==> src/rtl/sp_slew.sv <==
// Setpoint slew limiter: registered pitch/roll/yaw/thrust outputs move toward their targets
// by at most STEP per update tick. Define SP_YAW_SLEW_EN to slew yaw as well; otherwise yaw is a plain register.
module sp_slew #(
  parameter int STEP    = 16,
  parameter int UPD_DIV = 1024
) (
  input  logic               clk,
  input  logic               rst,
  input  logic signed [15:0] d_ptch_in,
  input  logic signed [15:0] d_roll_in,
  input  logic signed [15:0] d_yaw_in,
  input  logic        [8:0]  thrst_in,
  input  logic               motors_off,
  output logic signed [15:0] d_ptch_out,
  output logic signed [15:0] d_roll_out,
  output logic signed [15:0] d_yaw_out,
  output logic        [8:0]  thrst_out,
  output logic               settled
);

  localparam int                 CW      = $clog2(UPD_DIV);
  localparam logic [CW-1:0]      CNT_MAX = CW'(UPD_DIV - 1);
  localparam logic signed [16:0] STEP_S  = 17'(STEP);

  logic [CW-1:0] cnt;
  logic          tick;

  assign tick = (cnt == CNT_MAX);

  // The sum always lies between cur and tgt, so truncating back to 16 bits cannot wrap.
  function automatic logic signed [15:0] slew(input logic signed [15:0] cur,
                                              input logic signed [15:0] tgt);
    logic signed [16:0] diff;
    logic signed [16:0] adj;
    diff = {tgt[15], tgt} - {cur[15], cur};
    if (diff > STEP_S)
      adj = STEP_S;
    else if (diff < -STEP_S)
      adj = -STEP_S;
    else
      adj = diff;
    return cur + 16'(adj);
  endfunction

  // Thrust is zero-extended into the signed path; its result stays within 0..511.
  logic signed [15:0] thrst_next;
  assign thrst_next = slew({7'b0, thrst_out}, {7'b0, thrst_in});

  always_ff @(posedge clk) begin
    if (rst) begin
      cnt        <= '0;
      d_ptch_out <= '0;
      d_roll_out <= '0;
      d_yaw_out  <= '0;
      thrst_out  <= '0;
      settled    <= 1'b0;
    end else begin
      settled <= (d_ptch_out == d_ptch_in) && (d_roll_out == d_roll_in) &&
                 (d_yaw_out == d_yaw_in) && (thrst_out == thrst_in);
      if (motors_off) begin
        cnt        <= '0;
        d_ptch_out <= '0;
        d_roll_out <= '0;
        d_yaw_out  <= '0;
        thrst_out  <= '0;
      end else begin
        cnt <= tick ? '0 : cnt + 1'b1;
        if (tick) begin
          d_ptch_out <= slew(d_ptch_out, d_ptch_in);
          d_roll_out <= slew(d_roll_out, d_roll_in);
          thrst_out  <= 9'(thrst_next);
`ifdef SP_YAW_SLEW_EN
          d_yaw_out  <= slew(d_yaw_out, d_yaw_in);
`endif
        end
`ifndef SP_YAW_SLEW_EN
        d_yaw_out <= d_yaw_in;
`endif
      end
    end
  end

endmodule

==> config.mk <==
export PLATFORM = sky130hd
export DESIGN_NAME = sp_slew
export DESIGN_NICKNAME = d
export VERILOG_FILES = /design/src/rtl/sp_slew.sv
export SDC_FILE = /design/constraint.sdc
export NUM_CORES = 1
export LEC_CHECK = 0
export BUFFER_PORTS_ARGS = -buffer_cell sky130_fd_sc_hd__buf_4
export CAP_MARGIN = 20
export CORE_UTILIZATION = 50
export CTS_CLUSTER_DIAMETER = 50
export DETAILED_ROUTE_END_ITERATION = 8
export PLACE_DENSITY = 0.73
export SLEW_MARGIN = 20
export SYNTH_ARGS = -nofsm -noshare
export SYNTH_HDL_FRONTEND = slang
export SYNTH_SLANG_ARGS = --single-unit
==> constraint.sdc <==
create_clock -name clk -period 15.3 [get_ports clk]
set_input_delay 0.765 -clock clk [delete_from_list [all_inputs] [get_ports clk]]
set_output_delay 0.765 -clock clk [all_outputs]
set_load 0.1 [all_outputs]
==> Yosys cells after proc, flatten, opt, wreduce, memory -nomap -nowiden <==
Index checks and enable logic that the tools add are counted.
{ "totals": {"ff_bits": 68, "elab_cells": 41, "inputBits": 60, "output_inout_bits": 58} }
{ "classes": {"magnitude_cmp": 6, "reduce_logical": 5, "addsub": 7, "n_eq_ne": 5, "muxes": 12} }
{ "ops": {"columns": ["cell", "count"], "rows": [
  ["$mux W16", 10],
  ["$eq A16 B16 Y1", 3],
  ["$gt A17 B6 Y1 const B", 2],
  ["$lt A17 B5 Y1 const B", 2],
  ["$sub A16 B16 Y17", 2],
  ["$add A16 B16 Y16", 2],
  ["$mux W9", 2],
  ["$add A10 B1 Y10 const B", 1],
  ["$eq A10 B10 Y1 const B", 1],
  ["$gt A10 B6 Y1 const B", 1],
  ["$lt A10 B5 Y1 const B", 1],
  ["$sub A9 B9 Y10", 1],
  ["$add A9 B9 Y9", 1],
  ["$eq A9 B9 Y1", 1],
  ["$logic_and A1 B1 Y1", 3],
  ["$reduce_or A3 Y1", 1],
  ["$reduce_or A2 Y1", 1]
]} }

==> Longest topological paths before layout <==
Gate-level depths: netlist of the first run.
{ "depth": {"word_depth": 8, "ltp_mapped": 24} }

==> Worst setup path after synthesis of the first run <==
OpenSTA, ideal clock, no wires.
{ "synth_timing": {"kind": "reg-to-reg", "from": "register d_roll_out[1]", "to": "register d_roll_out[15]", "synth_period_minus_slack_ns": 5.602, "path_stages_with_launch": 22, "slack_ns": 9.698, "t_arrival_ns": 5.531, "t_required_ns": 15.230, "cell_sequence": "dfxtp_1 -> inv_1 -> ha_1 -> nor2b_1 -> o31ai_1 -> a21oi_1 -> o41ai_1 -> o21ai_0 -> xnor2_1 -> nor4_1 -> nand4b_1 -> a21oi_1 -> ha_1 -> a21oi_1 -> o2111ai_1 -> o311ai_0 -> o21ai_0 -> o41ai_1 -> o21ai_0 -> xnor2_1 -> or3_1 -> a21oi_1"} }
{ "synth_via": {"elab_chain_len": 8, "word_cells_on_any_way": 9, "cone_classes": "add/sub (2); order compare (2); mux (5)"} }
{ "synth_lines": {"columns": ["item", "line", "source"], "rows": [
  ["start: declaration", "15", "output logic signed [15:0] d_roll_out,"],
  ["start signal: assignment", "70", "d_roll_out <= slew(d_roll_out, d_roll_in);"],
  ["$sub A16 B16 Y17", "35", "diff = {tgt[15], tgt} - {cur[15], cur};"],
  ["$lt A17 B5 Y1", "38", "else if (diff < -STEP_S)"],
  ["$mux W16", "38", null],
  ["$mux W16", "36", "if (diff > STEP_S)"],
  ["$mux W16", "68", "if (tick) begin"],
  ["$mux W16", "60", "if (motors_off) begin"],
  ["$mux W16", "50", "if (rst) begin"],
  ["$add A16 B16 Y16 (*)", "42", "return cur + 16'(adj);"]
]} }
Mark *: on every way between the ends. The rest lies on a longest branch, timed or not. The select of a mux whose other input is x is not followed.
A chain may end at the register's enable or synchronous reset.

==> Worst setup path after layout of the first run <==
{ "layout_timing": {"from": "input port d_roll_in[7]", "to": "register d_roll_out[15]"} }
{ "layout_via": {"elab_chain_len": 8, "word_cells_on_any_way": 9, "cone_classes": "add/sub (2); order compare (2); mux (5)"} }
{ "layout_lines": {"columns": ["item", "line", "source"], "rows": [
  ["start: declaration", "10", "input logic signed [15:0] d_roll_in,"],
  ["$sub A16 B16 Y17 (*)", "35", null],
  ["$lt A17 B5 Y1", "38", null],
  ["$mux W16", "38", null],
  ["$mux W16 (*)", "36", null],
  ["$mux W16 (*)", "68", null],
  ["$mux W16 (*)", "60", null],
  ["$mux W16 (*)", "50", null],
  ["$add A16 B16 Y16 (*)", "42", null]
]} }
Marked as above.

==> results of run 1 <==
[how the worst max path moves through the flow]
stage | depth (start not counted) | slack [ns] | end | startpoint
after global placement | 23 | 9.25 | d_roll_out[15]$_SDFFE_PP0P_ | d_roll_in[0]
after floorplan | 21 | 9.70 | d_roll_out[15]$_SDFFE_PP0P_ | d_roll_out[1]$_SDFFE_PP0P_
after detailed placement | 23 | 9.04 | d_roll_out[15]$_SDFFE_PP0P_ | d_roll_in[0]
after CTS | 23 | 9.40 | d_roll_out[15]$_SDFFE_PP0P_ | d_roll_in[0]
after global routing | 21 | 8.69 | d_roll_out[15]$_SDFFE_PP0P_ | d_roll_in[7]
final | 21 | 9.36 | d_roll_out[15]$_SDFFE_PP0P_ | d_roll_in[7]
[power groups by stage]
stage                     Combinational (mW)  Sequential, mW  Clock [mW]
after floorplan                       0.0757           0.196           0
after global placement                 0.120           0.184           0
after detailed placement               0.121           0.184           0
after CTS                              0.122           0.181       0.207
after global routing                   0.135           0.181       0.213
final                                  0.122           0.181       0.204
[final cells by class]
cell class              instances  area, um^2  share of cell area [%]
well taps                     172         215                    2.73
clock inverters                 5        53.8                   0.683
flip-flops and latches         68        1360                    17.3
repair buffers                121         908                    11.5
clock buffers                  10         229                    2.90
inverters                      64         240                    3.05
multi-input cells             714        4870                    61.8
[synthesized netlist by cell type, types with 3 or more instances]
cell type,number
nand4b_1,4
o21ai_0,30
a211oi_1,9
nor3_1,28
xnor2_1,34
fa_1,6
or3_1,15
a21o_1,15
o211ai_1,3
clkbuf_1,22
o2111ai_1,6
a31oi_1,33
ha_1,80
and2_1,22
and3_1,10
a311oi_1,5
o31ai_1,5
nand2b_1,9
nor4_1,11
o21bai_1,5
o21a_1,8
or2_2,6
a21oi_1,80
dfxtp_1,68
o311ai_0,3
inv_1,64
nor2_1,58
nand3_1,36
nand3b_1,5
nand4_1,12
a21boi_0,5
xor2_1,45
nor2b_1,7
nand2_1,88
[layer usage]
metal | vias up | track usage (%) | share of wire, % | wire length (um)
met3 | 28 | 5.81 | 5.8 | 991
met2 | 178 | 41.9 | 45 | 7700
li1 | 3364 | - | - | -
met1 | 2996 | 34.1 | 47 | 8050
met4 | 0 | 7.76 | 2.0 | 338
met5 | - | 0 | 0 | 0
[through the flow]
step / util (%) / hold slack, ns / area, um^2
4_1_cts: 62.0 / 0.466 / 7880
6_report: 62.0 / 0.461 / 7880
5_1_grt: 62.0 / 0.485 / 7880
3_5_place_dp: 59.7 / 0.454 / 7600
3_3_place_gp: 59.7 / 0.445 / 7600
2_1_floorplan: - / 0.430 / 6560
[cells by family after synthesis]
logic type	after synthesis	synth area share, %
AOI/OAI and AO/OA	229	22.2
DFF	68	20.7
buffers and inverters	88	5.05
xor gates and xnor gates	79	10.5
and+or+nand+nor	320	24.4
adders and majority gates	86	17.1
[flip-flops by register name (all words and copies together) (netlist names)]
signal and count:
cnt 10, d_roll_out 16, d_yaw_out 16, settled 1
d_ptch_out 16, thrst_out 9
[worst max-delay path, stage by stage]
cell	delay, ns
buf_4	0.11
ha_1	0.39
a21oi_1	0.38
o211ai_1	0.16
a21oi_1	0.20
nand2_1	0.27
a31oi_1	0.50
inv_1	0.08
nor4_1	0.30
nand4b_1	0.23
a21oi_1	0.32
ha_1	0.28
a21oi_1	0.24
o2111ai_1	0.20
o311ai_0	0.23
o21ai_0	0.31
o41ai_1	0.42
o21ai_0	0.20
xnor2_1	0.16
or3_1	0.32
a21oi_1	0.14
==> flow_summary.ini, run 1 <==
[clock_tree]
ctsHoldBuffers = 0
htree_levels = 3
cts_tree = yes
clkLatencyLatePin_ns = 0.35
post-cts-setup-buffers = 0
max-clock-path-buffers = 2
cts_made_buffers = 9
ctsRootBufferMaster = clkbuf_16
path_clk_slew_ns = 0.05
cts_resized = 0
cts_sinks = 68

[floorplan]
start_util_pct = 51.6
die_area_um2 = 13600
rows = 41
die_x_um = 117
core_area_um2 = 12700
fp.dieH_um = 117
io-pin-count = 118

[layout]
mostFrequentLayoutCell = buf_4
num-fill-cells = 1225
drive_gt1_share_pct = 15.1
instances_no_fill = 1154
diodes = 0
nNetsFinal = 1124
areaGrowthSynthToFinish_pct = 20.1
final_cell_mix = buf_4 (121), nand2_1 (88), a21oi_1 (80), ha_1 (80), dfxtp_1 (68)

[synthesis]
synth_area_leaders = dfxtp_1 (21%), ha_1 (15%), a21oi_1 (6.1%), xor2_1 (6.0%), nand2_1 (5.0%)
ys_ff_latch = 68
synth-seq-area-share_pct = 20.7
syn-num-nets = 1016
synth_area_um2 = 6560
avgSynthCellArea_um2 = 7.54
synthArstFlopShare_pct = 0
synth_top_area_cell = dfxtp_1
synth_cell_types = 61
yosysTopAreaCellShare_pct = 20.7
netlist_instances = 870
synth-warning-count = 0
ys.flop_type = dfxtp_1
synth_edf_count = 0

[placement]
placed_cells = 1139
io_buffers = 117
gp_congestion = 0.928
place_hpwl_um = 13200
place_worst_setup_slack_ns = 9.04

[critical_path]
reg2reg_from = d_roll_out[1]$_SDFFE_PP0P_
r2r_slack_ns = 9.45
reg2reg_to = d_roll_out[15]$_SDFFE_PP0P_
crit_type = in -> reg
worstPathArrival_ns = 6.21
rr_worst_depth = 21
cp-start-kind = primary input
cp-end-kind = flip-flop
required_ns = 15.57
cp_max_fo = 12

[timing]
finalCriticalPeriod_ns = 5.94
maxSlewHeadroom_pct = 40.8
setup_ws_ns = 9.36
setup_viol = 0
final-hold-violation-count = 0
period_share_pct = 38.9
finalMaxSlewViolations = 0
fin_skew_ns = 0.00823
tightest_slew_ns = 0.888
rsz0062_at_grt = false
max_freq_mhz = 168
tns_ns = 0

[power_and_ir_drop]
combPwrFrac_pct = 24.1
netSwitchingPower_mw = 0.154
internal-power_mw = 0.353
leakagePower_nw = 3.37
ir_drop_mv = 0.0823
p_total_mw = 0.507
powerDensity_nw_per_um2 = 64.3
swShare_pct = 30.4
pwr-share-seq_pct = 35.6
clkPwrFrac_pct = 40.3

[detailed_routing]
detail_route.vias_per_cell = 5.69
wl_per_cell_um = 14.8
drcViolationCount = 0
first_pass_iters = 5
drtIter0Drc = 462
vias = 6566
wirelength_um = 17100
ant_nets = 0

[flow_run]
max_cap_violations = 0

[hold_path]
hold_class = reg -> reg
min_from = cnt[0]$_SDFF_PP0_
whs_path_depth = 1
hold_path_end = cnt[0]$_SDFF_PP0_

[global_routing]
grt_max_degree = 42
grt_usage_pct = 25.8
grt_overflow = 0
grt_antenna_before_repair = 0
grt_pass1_vias = 5950
grt_first_pass_wirelength_um = 27600

[outcome]
outcome = complete, no violations
Power figures use the tool's default switching activity.
==> run 2, diff against run 1 <==
==> constraint.sdc (replaced) <==
create_clock -name clk -period 6.1 [get_ports clk]
set_input_delay 0.305 -clock clk [delete_from_list [all_inputs] [get_ports clk]]
set_output_delay 0.305 -clock clk [all_outputs]
set_load 0.1 [all_outputs]
==> run 2 against run 1 <==
Routed wire length up 0.22%. Core utilization up 0.80 points. Clock power rose to 3.0 times the previous value. Sequential cell count unchanged. Via count down 0.78%. Cell area up 1.3%. Highest routed layer unchanged. Critical path depth unchanged. Clock skew down 0.0018 ns. Combinational power rose to 2.5 times the previous value.
==> flow_summary.ini, run 2 (synthesized netlist as in run 1, its figures left out) <==
[floorplan]
rows = 41
die_x_um = 117
core_area_um2 = 12700
io-pin-count = 118
start_util_pct = 51.6
fp.dieH_um = 117
die_area_um2 = 13600

[detailed_routing]
ant_nets = 0
detail_route.vias_per_cell = 5.63
first_pass_iters = 7
drcViolationCount = 0
drtIter0Drc = 435
vias = 6515
wl_per_cell_um = 14.8
wirelength_um = 17100

[clock_tree]
path_clk_slew_ns = 0.06
max-clock-path-buffers = 2
cts_made_buffers = 9
post-cts-setup-buffers = 0
cts_resized = 0
clkLatencyLatePin_ns = 0.34
ctsRootBufferMaster = clkbuf_16
cts_tree = yes
ctsHoldBuffers = 0
cts_sinks = 68
htree_levels = 3

[placement]
place_hpwl_um = 13300
place_worst_setup_slack_ns = 0.417
io_buffers = 117
placed_cells = 1141
gp_congestion = 0.959

[critical_path]
crit_path_end = d_ptch_out[15]$_SDFFE_PP0P_
path_cells = ha_1 > fa_1 > nand2b_1 > a21o_1 > nand3_1 > and2_1 > a31oi_1 > nor4_1 > nand4_1 > o311a_1 > nor3_1 > ha_1 > a211oi_1 > o21ai_0 > a41o_1 > o41a_1 > nand4_1 > a31oi_1 > xnor2_1 > or3_1 > a21oi_1
cp-end-kind = flip-flop
cp_slowest_cell = and2_1
r2r_slack_ns = 0.49
crit_path_start = d_ptch_out[0]$_SDFFE_PP0P_
reg2reg_to = d_ptch_out[15]$_SDFFE_PP0P_
rr_worst_depth = 21
cp-start-kind = flip-flop
cpLargestDelayFamily = simple AND/OR/NAND/NOR gates
cp_max_fo = 12
cp.depth = 21
worstPathArrival_ns = 5.87
required_ns = 6.36
slowest_delay_ns = 0.42
path_buf_inv = 0
crit_type = reg -> reg
reg2reg_from = d_ptch_out[0]$_SDFFE_PP0P_

[layout]
drive_gt1_share_pct = 15.7
nNetsFinal = 1126
areaGrowthSynthToFinish_pct = 21.7
diodes = 0
mostFrequentLayoutCell = buf_4
instances_no_fill = 1157
num-fill-cells = 1228
reg_top3 = d_ptch_out (16), d_roll_out (16), d_yaw_out (16)
final_cell_mix = buf_4 (123), nand2_1 (88), ha_1 (80)

[global_routing]
grt_antenna_before_repair = 0
grt_overflow = 0
grt_max_degree = 42
grt_first_pass_wirelength_um = 28300
grt_usage_pct = 26.4
grt_pass1_vias = 6037

[power_and_ir_drop]
pwr-share-seq_pct = 32.9
powerDensity_nw_per_um2 = 172
clkPwrFrac_pct = 44.6
leakagePower_nw = 3.42
internal-power_mw = 0.985
netSwitchingPower_mw = 0.391
combPwrFrac_pct = 22.5
swShare_pct = 28.4
ir_drop_mv = 0.187

[flow_run]
max_cap_violations = 0

[timing]
maxSlewHeadroom_pct = 39.8
tns_ns = 0
fin_skew_ns = 0.00648
period_share_pct = 91.9
finalCriticalPeriod_ns = 5.61
setup_ws_ns = 0.493
final-hold-violation-count = 0
max_freq_mhz = 178
rsz0062_at_grt = false
tightest_slew_ns = 0.902
setup_viol = 0
finalMaxSlewViolations = 0

[hold_path]
hold_class = in -> reg
min_from = d_yaw_in[5]

[outcome]
outcome = complete, no violations
## run 2: cell types whose count changed in the layout (fill, tap and decap cells not counted), sizes merged
cell	change
buf	+2
bufinv	+2
clkinvlp	+1
clkinv	-2
## run 2: how the worst min path moves through the flow
stage / to / slack, ns / cells past startpoint
5_1_grt: d_yaw_out[10]$_SDFF_PP0_ / 0.18 / 2
3_3_place_gp: cnt[0]$_SDFF_PP0_ / 0.45 / 1
3_5_place_dp: cnt[0]$_SDFF_PP0_ / 0.45 / 1
4_1_cts: d_yaw_out[5]$_SDFF_PP0_ / 0.17 / 2
2_1_floorplan: d_yaw_out[0]$_SDFF_PP0_ / 0.43 / 1
6_report: d_yaw_out[5]$_SDFF_PP0_ / 0.18 / 2
## run 2: per-layer routing
layer | GRT usage (%) | part of all wire, % | wire [um] | vias up
met5 | 0 | 0 | 0 | -
met4 | 9.96 | 2.1 | 351 | 0
li1 | - | - | - | 3362
met1 | 34.2 | 47 | 8040 | 2957
met2 | 43.4 | 45 | 7740 | 175
met3 | 4.93 | 5.8 | 986 | 21
## run 2: power by group through the flow
stage	Combinational (mW)	Sequential (mW)	Clock, mW
after global placement	0.302	0.462	0
after CTS	0.306	0.453	0.625
final	0.309	0.453	0.614
after floorplan	0.190	0.493	0
after global routing	0.340	0.453	0.641
after detailed placement	0.304	0.462	0
## run 2: through the flow
step                util (%)  power (mW)  area, um^2  hold slack [ns]
floorplan                  -       0.682        6560            0.427
global placement        59.9       0.765        7610            0.446
detailed placement      59.9       0.767        7610            0.452
CTS                     62.6        1.38        7970            0.172
global route            62.8        1.43        7980            0.179
finish                  62.8        1.38        7980            0.181
## run 2: final cells by class
class,count,area [um^2],share of cell area (%)
Inverter,64,240,3.01
Clock inverter,6,111,1.39
Sequential cell,68,1360,17.1
Multi-Input combinational cell,714,4890,61.3
Timing Repair Buffer,123,923,11.6
Tap cell,172,215,2.70
Clock buffer,10,239,2.99
